File: config.mk
export PLATFORM = sky130hd
export DESIGN_NAME = prco_decoder_pipe_flat
export DESIGN_NICKNAME = d
export VERILOG_FILES = /design/src/rtl/prco_decoder_pipe_if.sv /design/src/rtl/prco_decoder_pipe.sv /design/src/flat_wrapper.sv
export SDC_FILE = /design/constraint.sdc
export NUM_CORES = 1
export LEC_CHECK = 0
export BUFFER_PORTS_ARGS = -buffer_cell sky130_fd_sc_hd__buf_4
export CORE_MARGIN = 5
export CORE_UTILIZATION = 29
export DETAILED_ROUTE_END_ITERATION = 8
export PLACE_DENSITY = 0.58
export RECOVER_POWER = 25
export SETUP_SLACK_MARGIN = 0.2
export SYNTH_ARGS = -nofsm -noshare
export SYNTH_HDL_FRONTEND = slang
export SYNTH_SLANG_ARGS = --single-unit
File: constraint.sdc
create_clock -name i_clk -period 6.1 [get_ports i_clk]
set_input_delay 0.915 -clock i_clk [delete_from_list [all_inputs] [get_ports i_clk]]
set_output_delay 0.915 -clock i_clk [all_outputs]
set_load 0.05 [all_outputs]
File: src/rtl/prco_decoder_pipe_if.sv
// Fetch/execute-facing bundle of the PRCO decoder pipe.
// slave = decoder side; master = fetch driver and execute consumer side.
interface prco_decoder_pipe_if #(
  parameter int INSTR_W = 16,
  parameter int OP_W    = 5,
  parameter int SEL_W   = 3,
  parameter int DATA_W  = 16,
  parameter int CNT_W   = 8
);
  // Handshakes: an instruction moves on i_valid && q_ready, a decoded entry
  // moves on q_valid && i_ready; neither side may make its valid depend on ready.
  logic               i_flush;
  logic               i_valid;
  logic [INSTR_W-1:0] i_instr;
  logic               q_ready;
  logic               q_valid;
  logic               i_ready;
  logic [OP_W-1:0]    q_op;
  logic [SEL_W-1:0]   q_seld;
  logic [SEL_W-1:0]   q_sela;
  logic [SEL_W-1:0]   q_selb;
  logic               q_third_sel;
  logic [DATA_W-1:0]  q_imm;
  logic [DATA_W-1:0]  q_simm;
  logic               q_reg_we;
  logic               q_req_alu;
  logic               q_req_ram;
  logic               q_req_ram_we;
  logic               q_new_uart1_data;
  logic               q_branch;
  logic               q_illegal;
  logic [CNT_W-1:0]   q_illegal_cnt;

  modport slave (
    input  i_flush, i_valid, i_instr, i_ready,
    output q_ready, q_valid, q_op, q_seld, q_sela, q_selb, q_third_sel,
           q_imm, q_simm, q_reg_we, q_req_alu, q_req_ram, q_req_ram_we,
           q_new_uart1_data, q_branch, q_illegal, q_illegal_cnt
  );

  modport master (
    output i_flush, i_valid, i_instr, i_ready,
    input  q_ready, q_valid, q_op, q_seld, q_sela, q_selb, q_third_sel,
           q_imm, q_simm, q_reg_we, q_req_alu, q_req_ram, q_req_ram_we,
           q_new_uart1_data, q_branch, q_illegal, q_illegal_cnt
  );
endinterface

File: src/rtl/prco_decoder_pipe.sv
// Elastic PRCO instruction decoder: combinational decode into a DEPTH-entry
// FIFO, with flush, optional NOP dropping and a saturating illegal-opcode counter.
module prco_decoder_pipe #(
  parameter int                   INSTR_W        = 16,
  parameter int                   OP_W           = 5,
  parameter int                   SEL_W          = 3,
  parameter int                   DATA_W         = 16,
  parameter int                   DEPTH          = 2,
  parameter int                   DROP_NOP       = 0,
  parameter logic [2**OP_W-1:0]   THIRD_SEL_MASK = '0,
  parameter int                   CNT_W          = 8
) (
  input logic               i_clk,
  input logic               i_reset,
  prco_decoder_pipe_if.slave bus
);

  localparam int IMM_W  = INSTR_W - OP_W - SEL_W;
  localparam int SIMM_W = IMM_W - SEL_W;
  localparam int PTR_W  = (DEPTH > 1) ? $clog2(DEPTH) : 1;
  localparam int FILL_W = $clog2(DEPTH + 1);

  // PRCO opcode map
  localparam logic [OP_W-1:0] OP_NOP   = OP_W'(0);
  localparam logic [OP_W-1:0] OP_ADD   = OP_W'(1);
  localparam logic [OP_W-1:0] OP_ADDI  = OP_W'(2);
  localparam logic [OP_W-1:0] OP_MOV   = OP_W'(3);
  localparam logic [OP_W-1:0] OP_MOVI  = OP_W'(4);
  localparam logic [OP_W-1:0] OP_CMP   = OP_W'(5);
  localparam logic [OP_W-1:0] OP_LW    = OP_W'(6);
  localparam logic [OP_W-1:0] OP_SW    = OP_W'(7);
  localparam logic [OP_W-1:0] OP_JMP   = OP_W'(8);
  localparam logic [OP_W-1:0] OP_WRITE = OP_W'(9);

  typedef struct packed {
    logic [OP_W-1:0]   op;
    logic [SEL_W-1:0]  seld;
    logic [SEL_W-1:0]  sela;
    logic [SEL_W-1:0]  selb;
    logic              third_sel;
    logic [DATA_W-1:0] imm;
    logic [DATA_W-1:0] simm;
    logic              reg_we;
    logic              req_alu;
    logic              req_ram;
    logic              req_ram_we;
    logic              new_uart1_data;
    logic              branch;
    logic              illegal;
  } entry_t;

  logic [OP_W-1:0]  op;
  logic [IMM_W-1:0] imm_f;
  entry_t           dec;
  entry_t           head;
  entry_t           shown;
  entry_t           mem [DEPTH];

  logic [PTR_W-1:0]  wr_ptr;
  logic [PTR_W-1:0]  rd_ptr;
  logic [FILL_W-1:0] count;
  logic [CNT_W-1:0]  illegal_cnt;

  logic ready;
  logic valid;
  logic accept;
  logic drop;
  logic push;
  logic pop;

  assign op    = bus.i_instr[INSTR_W-1 -: OP_W];
  assign imm_f = bus.i_instr[IMM_W-1:0];

  always_comb begin
    dec                = '0;
    dec.op             = op;
    dec.seld           = bus.i_instr[INSTR_W-OP_W-1 -: SEL_W];
    dec.sela           = imm_f[IMM_W-1 -: SEL_W];
    dec.selb           = imm_f[IMM_W-SEL_W-1 -: SEL_W];
    dec.third_sel      = THIRD_SEL_MASK[op];
    dec.imm            = DATA_W'(imm_f);
    dec.simm           = DATA_W'($signed(imm_f[SIMM_W-1:0]));
    case (op)
      OP_NOP: ;
      OP_MOVI, OP_MOV, OP_ADD, OP_ADDI: begin
        dec.reg_we  = 1'b1;
        dec.req_alu = 1'b1;
      end
      OP_LW: begin
        dec.reg_we  = 1'b1;
        dec.req_ram = 1'b1;
      end
      OP_SW: begin
        dec.req_ram    = 1'b1;
        dec.req_ram_we = 1'b1;
      end
      OP_CMP:   dec.req_alu        = 1'b1;
      OP_JMP: begin
        dec.reg_we = 1'b1;
        dec.branch = 1'b1;
      end
      OP_WRITE: dec.new_uart1_data = 1'b1;
      default:  dec.illegal        = 1'b1;
    endcase
  end

  // No pass-through: a full FIFO refuses input even when the head pops this cycle.
  assign ready  = !i_reset && (count < FILL_W'(DEPTH));
  assign valid  = (count != '0);
  assign accept = bus.i_valid && ready;
  assign drop   = (DROP_NOP != 0) && (op == OP_NOP);
  assign push   = accept && !drop && !bus.i_flush;
  assign pop    = valid && bus.i_ready && !bus.i_flush;

  function automatic logic [PTR_W-1:0] next_ptr(input logic [PTR_W-1:0] p);
    return (p == PTR_W'(DEPTH - 1)) ? '0 : p + PTR_W'(1);
  endfunction

  always_ff @(posedge i_clk or posedge i_reset) begin
    if (i_reset) begin
      wr_ptr      <= '0;
      rd_ptr      <= '0;
      count       <= '0;
      illegal_cnt <= '0;
    end else begin
      // The counter ignores flush so illegal fetches are never lost from the tally.
      if (accept && dec.illegal && (illegal_cnt != '1))
        illegal_cnt <= illegal_cnt + CNT_W'(1);
      if (bus.i_flush) begin
        wr_ptr <= '0;
        rd_ptr <= '0;
        count  <= '0;
      end else begin
        if (push) wr_ptr <= next_ptr(wr_ptr);
        if (pop)  rd_ptr <= next_ptr(rd_ptr);
        case ({push, pop})
          2'b10:   count <= count + FILL_W'(1);
          2'b01:   count <= count - FILL_W'(1);
          default: count <= count;
        endcase
      end
    end
  end

  always_ff @(posedge i_clk) begin
    if (push) mem[wr_ptr] <= dec;
  end

  assign head  = mem[rd_ptr];
  assign shown = valid ? head : '0;

  assign bus.q_ready          = ready;
  assign bus.q_valid          = valid;
  assign bus.q_op             = shown.op;
  assign bus.q_seld           = shown.seld;
  assign bus.q_sela           = shown.sela;
  assign bus.q_selb           = shown.selb;
  assign bus.q_third_sel      = shown.third_sel;
  assign bus.q_imm            = shown.imm;
  assign bus.q_simm           = shown.simm;
  assign bus.q_reg_we         = shown.reg_we;
  assign bus.q_req_alu        = shown.req_alu;
  assign bus.q_req_ram        = shown.req_ram;
  assign bus.q_req_ram_we     = shown.req_ram_we;
  assign bus.q_new_uart1_data = shown.new_uart1_data;
  assign bus.q_branch         = shown.branch;
  assign bus.q_illegal        = shown.illegal;
  assign bus.q_illegal_cnt    = illegal_cnt;

endmodule
File: src/flat_wrapper.sv
// flat-port wrapper written by rule: the top's interface ports become plain ports
module prco_decoder_pipe_flat 
#(
  parameter int                   INSTR_W        = 16,
  parameter int                   OP_W           = 5,
  parameter int                   SEL_W          = 3,
  parameter int                   DATA_W         = 16,
  parameter int                   DEPTH          = 2,
  parameter int                   DROP_NOP       = 0,
  parameter logic [2**OP_W-1:0]   THIRD_SEL_MASK = '0,
  parameter int                   CNT_W          = 8
)
  (i_clk, i_reset, bus_i_flush, bus_i_valid, bus_i_instr, bus_i_ready, bus_q_ready, bus_q_valid, bus_q_op, bus_q_seld, bus_q_sela, bus_q_selb, bus_q_third_sel, bus_q_imm, bus_q_simm, bus_q_reg_we, bus_q_req_alu, bus_q_req_ram, bus_q_req_ram_we, bus_q_new_uart1_data, bus_q_branch, bus_q_illegal, bus_q_illegal_cnt);
  prco_decoder_pipe_if #(.INSTR_W(INSTR_W), .OP_W(OP_W), .SEL_W(SEL_W), .DATA_W(DATA_W), .CNT_W(CNT_W)) bus_i ();
  input logic i_clk;
  input logic i_reset;
  input wire logic [$bits(bus_i.i_flush)-1:0] bus_i_flush;
  input wire logic [$bits(bus_i.i_valid)-1:0] bus_i_valid;
  input wire logic [$bits(bus_i.i_instr)-1:0] bus_i_instr;
  input wire logic [$bits(bus_i.i_ready)-1:0] bus_i_ready;
  output wire logic [$bits(bus_i.q_ready)-1:0] bus_q_ready;
  output wire logic [$bits(bus_i.q_valid)-1:0] bus_q_valid;
  output wire logic [$bits(bus_i.q_op)-1:0] bus_q_op;
  output wire logic [$bits(bus_i.q_seld)-1:0] bus_q_seld;
  output wire logic [$bits(bus_i.q_sela)-1:0] bus_q_sela;
  output wire logic [$bits(bus_i.q_selb)-1:0] bus_q_selb;
  output wire logic [$bits(bus_i.q_third_sel)-1:0] bus_q_third_sel;
  output wire logic [$bits(bus_i.q_imm)-1:0] bus_q_imm;
  output wire logic [$bits(bus_i.q_simm)-1:0] bus_q_simm;
  output wire logic [$bits(bus_i.q_reg_we)-1:0] bus_q_reg_we;
  output wire logic [$bits(bus_i.q_req_alu)-1:0] bus_q_req_alu;
  output wire logic [$bits(bus_i.q_req_ram)-1:0] bus_q_req_ram;
  output wire logic [$bits(bus_i.q_req_ram_we)-1:0] bus_q_req_ram_we;
  output wire logic [$bits(bus_i.q_new_uart1_data)-1:0] bus_q_new_uart1_data;
  output wire logic [$bits(bus_i.q_branch)-1:0] bus_q_branch;
  output wire logic [$bits(bus_i.q_illegal)-1:0] bus_q_illegal;
  output wire logic [$bits(bus_i.q_illegal_cnt)-1:0] bus_q_illegal_cnt;
  assign bus_i.i_flush = bus_i_flush;
  assign bus_i.i_valid = bus_i_valid;
  assign bus_i.i_instr = bus_i_instr;
  assign bus_i.i_ready = bus_i_ready;
  assign bus_q_ready = bus_i.q_ready;
  assign bus_q_valid = bus_i.q_valid;
  assign bus_q_op = bus_i.q_op;
  assign bus_q_seld = bus_i.q_seld;
  assign bus_q_sela = bus_i.q_sela;
  assign bus_q_selb = bus_i.q_selb;
  assign bus_q_third_sel = bus_i.q_third_sel;
  assign bus_q_imm = bus_i.q_imm;
  assign bus_q_simm = bus_i.q_simm;
  assign bus_q_reg_we = bus_i.q_reg_we;
  assign bus_q_req_alu = bus_i.q_req_alu;
  assign bus_q_req_ram = bus_i.q_req_ram;
  assign bus_q_req_ram_we = bus_i.q_req_ram_we;
  assign bus_q_new_uart1_data = bus_i.q_new_uart1_data;
  assign bus_q_branch = bus_i.q_branch;
  assign bus_q_illegal = bus_i.q_illegal;
  assign bus_q_illegal_cnt = bus_i.q_illegal_cnt;
  prco_decoder_pipe #(.INSTR_W(INSTR_W), .OP_W(OP_W), .SEL_W(SEL_W), .DATA_W(DATA_W), .DEPTH(DEPTH), .DROP_NOP(DROP_NOP), .THIRD_SEL_MASK(THIRD_SEL_MASK), .CNT_W(CNT_W)) u_core (.i_clk(i_clk), .i_reset(i_reset), .bus(bus_i));
endmodule
# Yosys cells after proc, flatten, opt, wreduce, memory -nomap -nowiden
# Memories as Yosys holds them, arrays and structs flattened.
# Index checks and enable logic that the tools add are counted.
# totals
reg_bits,12
ramBits,92
mem_bits_ro,32
input_bits,21
out_inout_bits,64
word_cells,62
mem_count,2
# mem_list
name,depth,width,rd,rd_ports_with_merged_regs,wr,line_no,text
u_core.mem,2,46,1,0,1,prco_decoder_pipe.sv:57,entry_t mem [DEPTH];
(name not given),32,1,1,0,0,prco_decoder_pipe.sv:80,dec.third_sel = THIRD_SEL_MASK[op];
# classes
addsub,5
order_cmp,2
eq_ne,12
n_mux,19
n_reduce_logical,18
# op_table
operator,n
2-to-1 mux 54 bit,1
== test 5 x 3 -> 1 bit (second input constant),4
2-to-1 mux 1 bit,16
== test 5 x 2 -> 1 bit (second input constant),2
== test 5 x 4 -> 1 bit (second input constant),2
OR reduction 10 bit,1
adder 8 x 1 -> 8 bit (second input constant),1
!= test 8 bit (second input constant),1
logical AND 1 bit,7
< comparator 5 x 6 -> 1 bit (second input constant),1
nonzero test 2 bit,3
OR reduction 6 bit,1
== test 5 x 1 -> 1 bit (second input constant),1
zero test 5 bit,1
OR reduction 5 bit,1
case mux 2 bit (2 select lines),1
nonzero test 3 bit,1
adder 1 bit (second input constant),2
adder 2 x 1 -> 2 bit (second input constant),1
== test 2 x 1 -> 1 bit (second input constant),1
== test 2 bit (second input constant),1
zero test 1 bit,2
< comparator 2 bit (second input constant),1
2-to-1 mux 2 bit,1
2 further kinds,2

# Longest topological paths before layout
# depth
depth_word,7
mapped_depth,5
depth_no_buf,5

# Worst setup path after synthesis
# No wires, ideal clock.
# synth_path
path_type,input -> register
startpoint,input port i_reset
endpoint,memory u_core.mem[1][0] (netlist name) (enable)
setup_ns,0.437
t_arrival_ns,3.165
required_time_ns,5.663
path_slack_ns,2.498
path_stages,3
path_buffers,1
path_cell_list,or3b_1 buf_6 nor3b_1
# synth_between
elab_chain_cells,6
# synth_rtl
item,line_no,text
start: declaration,flat_wrapper.sv:16,input logic i_reset;
zero test 1 bit,prco_decoder_pipe.sv:108,assign ready = !i_reset && (count < FILL_W'(DEPTH));
logical AND 1 bit,prco_decoder_pipe.sv:108,
logical AND 1 bit,prco_decoder_pipe.sv:110,assign accept = bus.i_valid && ready;
logical AND 1 bit,prco_decoder_pipe.sv:112,assign push = accept && !drop && !bus.i_flush;
2-to-1 mux 1 bit,prco_decoder_pipe.sv:146,if (push) mem[wr_ptr] <= dec;
2-to-1 mux 1 bit (not written as such),prco_decoder_pipe.sv:146,
end: declaration,prco_decoder_pipe.sv:57,
# Every way passes these cells.

# Worst setup path in the final report
# layout_path
startpoint,register u_core.rd_ptr
endpoint,output port bus_q_simm[12]
# layout_between
elab_chain_cells,2
# layout_rtl
item,line_no,text
start: declaration,prco_decoder_pipe.sv:60,logic [PTR_W-1:0] rd_ptr;
start signal: assignment,prco_decoder_pipe.sv:135,if (pop) rd_ptr <= next_ptr(rd_ptr);
memory read (2 x 46 bit),--,
2-to-1 mux 54 bit,prco_decoder_pipe.sv:150,assign shown = valid ? head : '0;
end: declaration,flat_wrapper.sv:29,output wire logic [$bits(bus_i.q_simm)-1:0] bus_q_simm;
# Every way passes these cells.

==> metrics.md <==
| Metric | Value |
|---|---|
| Result of the run | `complete, no violations` |
| Switching Share | `38.07%` |
| Number of placement rows | `35` |
| Synthesized instance count | `205` |
| Hold-fix buffer count after cts | `0` |
| Multi-input gate area | `760.7 µm²` |
| Clock-pin slew on the worst setup and hold paths | `0.06 ns` |
| Synthesized area per cell | `13.07 µm²` |
| Slowest stage delay, CP | `0.78 ns` |
| Largest buffer count on any clock path | `2` |
| Count of final max-slew check failures | `0` |
| Starting density of the core | `29.42%` |
| Max FO, Critical Path | `14` |
| Root Buffer Master | `sky130_fd_sc_hd__clkbuf_8` |
| FF+latch area | `1682 µm²` |
| Sum Neg Setup Slack | `0 ns` |
| Global-route wire length before repair | `7803 µm` |
| Number of design rule violations left after detail routing | `0` |
| Number of buffers inserted during clock tree synthesis | `9` |
| Max stage delay cell, worst path | `sky130_fd_sc_hd__dfrtp_1` |
| Vias in the first global route | `1,601` |
| Fill count | `896` |
| Number of buffers inserted to repair setup after CTS | `0` |
| Fraction of layout cells with a size suffix above 1 | `35.19%` |
| Worst clock skew on the final layout | `0.01234 ns` |
| Summed area of non-filler cells in the final layout | `3373 µm²` |
| Minimum clock period | `3.352 ns` |
| Count of max-cap constraint violations | `0` |
| Internal power | `812.8 µW` |
| Bufs and invs on worst path | `2` |
| Launch point of the critical path | `u_core.rd_ptr$_DFFE_PP0P_` |
| Largest delay share family, worst path | `flip-flops` |
| Synth unique cells | `34` |
| Total wirelength of the detailed-routed design | `4977 µm` |
| Ant diodes | `0` |
| Count of routing violations after the opening detailed-route iteration | `44` |
| Final net count | `288` |
| P_leak | `1.354 nW` |
| YS warnings | `0` |
| Slew Limit Headroom | `53.59%` |
| Endpoint with the worst hold slack | `u_core.bus.q_illegal_cnt[0]$_DFFE_PP0P_` |
| Nature of the critical path startpoint | `flop` |
| Ys async rst share | `20.69%` |
| Clock share of power | `27.7%` |
| Source-to-sink clock delay at the later pin of the worst-skew pair | `0.33 ns` |
| Setup repair after global routing missed its margin | `false` |
| Core area | `9109 µm²` |
| Port bufs | `75` |
| Post-synthesis instance area | `2680 µm²` |
| CP endpoint kind | `primary output` |
| Routed wire per std cell | `13.06 µm` |
| Post-Place Cell Area | `3189 µm²` |
| H-tree depth | `3` |
| Path type of the worst setup path | `flop to primary output` |
| Power Dens Cells | `389.1 nW/µm²` |
| Number of instances resized during post-cts repair | `0` |
| Maximum number of pins on one net before global-route repair | `25` |
| Clock Sinks | `58` |
| Die boundary width | `106.1 µm` |
| Antenna violation net count after detailed routing | `0` |
| Most Frequent Cell on Critical Path | `sky130_fd_sc_hd__buf_4` |
| # setup viols final | `0` |
| Final number of hold-violating endpoints | `0` |
| Cell-by-cell listing of the critical path | `buf_4, mux2i_1, nor2_1, buf_4` |
| Die Outline Area | `11,260 µm²` |
| Detail Placement HPWL | `3526 µm` |
| Remaining Overflow, GRT | `0` |
| Capture instance of the worst register-to-register path | `u_core.bus.q_illegal_cnt[7]$_DFFE_PP0P_` |
| Clock tree from TritonCTS | `done` |
| Reg2Reg Setup Slack | `4.21 ns` |
| Hold Path Class | `flop to flop` |
| Critical path arrival | `2.44 ns` |
| Peak VDD IR | `0.2472 mV` |
| I/O pin cnt | `85` |
| FMAX | `298.3 MHz` |
| Global-route usage over all layers | `9.096%` |
| Final Cycle Share | `54.96%` |
| Router iterations before antenna repair | `4` |
| Gate power share | `34.8%` |
| Startpoint of the worst hold path | `u_core.bus.q_illegal_cnt[0]$_DFFE_PP0P_` |
| RD Place Congestion | `0.7750` |
| Die Span Y | `106.1 µm` |
| Transition time of the tightest slew-check pin | `0.6937 ns` |
| Layout Area Growth over Synthesis | `25.86%` |
| Portion of total power attributed to sequential cells | `37.5%` |
| Number of register bits inferred by synthesis | `58` |
| Number of enable-type register cells in the synthesized netlist | `46` |
| Seq/Total Area, Yosys | `62.75%` |
| Launching point of the worst reg2reg path | `u_core.count[1]$_DFFE_PP0P_` |
| Worst-case reg-to-reg path depth | `4` |
| Predominant post-synthesis flop cell | `sky130_fd_sc_hd__edfxtp_1` |
| Routed via count | `1,611` |
| Worst Path Required | `5.18 ns` |
| Switching component of the power | `499.6 µW` |
| Hold path cells | `1` |
| Number of vias per cell after detailed routing | `4.228` |
| Initial antenna violation count | `0` |
[cells in the final DEF (no fill, tap or decap), types with 2 or more instances in the layout]
| cell type | count |
|---|---|
| sky130_fd_sc_hd__buf_4 | 62 |
| sky130_fd_sc_hd__edfxtp_1 | 46 |
| sky130_fd_sc_hd__nor2_1 | 33 |
| sky130_fd_sc_hd__mux2i_1 | 24 |
| sky130_fd_sc_hd__dfrtp_1 | 12 |
| sky130_fd_sc_hd__clkbuf_4 | 11 |
| sky130_fd_sc_hd__conb_1 | 9 |
| sky130_fd_sc_hd__clkbuf_8 | 9 |
| sky130_fd_sc_hd__xor2_1 | 6 |
| sky130_fd_sc_hd__clkbuf_1 | 6 |
| sky130_fd_sc_hd__nand2_1 | 5 |
| sky130_fd_sc_hd__nand3_1 | 4 |
| sky130_fd_sc_hd__inv_1 | 4 |
| sky130_fd_sc_hd__nor3_1 | 4 |
| sky130_fd_sc_hd__o21ai_0 | 3 |
| sky130_fd_sc_hd__nor3_2 | 3 |
| sky130_fd_sc_hd__mux2_1 | 3 |
| sky130_fd_sc_hd__xnor2_1 | 2 |
| sky130_fd_sc_hd__nor2_2 | 2 |
| sky130_fd_sc_hd__bufinv_16 | 2 |
| sky130_fd_sc_hd__clkinv_2 | 2 |
[layout make-up]
| cell class | instances | share of cell area, % |
|---|---|---|
| multi-input combinational | 114 | 22.55 |
| timing repair buffer | 79 | 16.91 |
| inverter | 4 | 0.4451 |
| tap | 111 | 4.117 |
| sequential | 58 | 49.85 |
| clock buffer | 9 | 3.672 |
| clock inverter | 6 | 2.448 |
[synthesized netlist by cell type, drive strengths merged, types with 2 or more instances]
| cell type | number | share of area (%) |
|---|---|---|
| o21ai | 3 | 0.56 |
| mux2i | 24 | 9.0 |
| xor2 | 6 | 2.0 |
| nor2 | 35 | 5.0 |
| edfxtp | 46 | 52 |
| mux2 | 4 | 1.7 |
| nor3 | 7 | 1.7 |
| buf | 34 | 9.5 |
| inv | 4 | 0.56 |
| nand3 | 4 | 0.75 |
| nand2 | 5 | 0.70 |
| nor3b | 2 | 0.56 |
| clkbuf | 3 | 0.42 |
| dfrtp | 12 | 11 |
| xnor2 | 2 | 0.65 |
[per-layer routing]
metal	vias up	part of all wire, %	global-route usage, %
met5	-	0	0
met4	0	0.92	3.608
met3	6	9.4	5.039
met2	66	46	14.07
met1	736	44	10.46
li1	803	-	-
[sequential cells by signal (all words and copies together), names as in the netlist]
signal	cells
u_core.mem	46
u_core.rd_ptr	1
u_core.count	2
u_core.bus.q_illegal_cnt	8
u_core.wr_ptr	1
[how the worst max path moves through the flow]
stage / cells after the start / slack [ns] / endpoint
after global placement: 4 / 3.09 / bus_q_simm[4]
final: 4 / 2.75 / bus_q_simm[12]
after detailed placement: 4 / 3.03 / bus_q_simm[12]
after floorplan: 3 / 2.50 / u_core.mem[1][0]$_DFFE_PP_
after global routing: 4 / 2.51 / bus_q_simm[8]
after CTS: 4 / 2.67 / bus_q_simm[12]
[power groups by stage]
stage	Clock, mW	Combinational (mW)	Sequential, mW
2_1_floorplan	0	0.305	0.550
3_3_place_gp	0	0.462	0.499
3_5_place_dp	0	0.466	0.498
4_1_cts	0.375	0.466	0.492
5_1_grt	0.394	0.480	0.497
6_report	0.364	0.457	0.492
[through the flow]
stage	total power, mW	util (%)	hold slack (ns)	setup slack, ns	cells
after floorplan	0.8546	-	0.5193	2.498	213
after global placement	0.9603	35.01	0.5408	3.087	366
after detailed placement	0.9641	35.01	0.5420	3.028	366
after CTS	1.332	37.28	0.5561	2.667	381
after global routing	1.371	37.03	0.5846	2.513	381
final	1.312	37.03	0.5540	2.748	381
[cells by family (layout without fill, tap and decap cells)]
group                    after synthesis  in the layout  share of synthesized area [%]
AND/OR/NAND/NOR                       61             61                          10.93
flip-flops                            58             58                          62.74
buffers and inverters                 41             98                          10.46
multiplexers                          28             28                          10.64
XOR/XNOR                               8              8                          2.614
AO/OA/AOI/OAI                          7              7                          2.007
adder cells (fa/ha/maj)                1              1                         0.4668
other                                  1              9                         0.1399
Note: power is estimated with default switching activity, not from simulation.
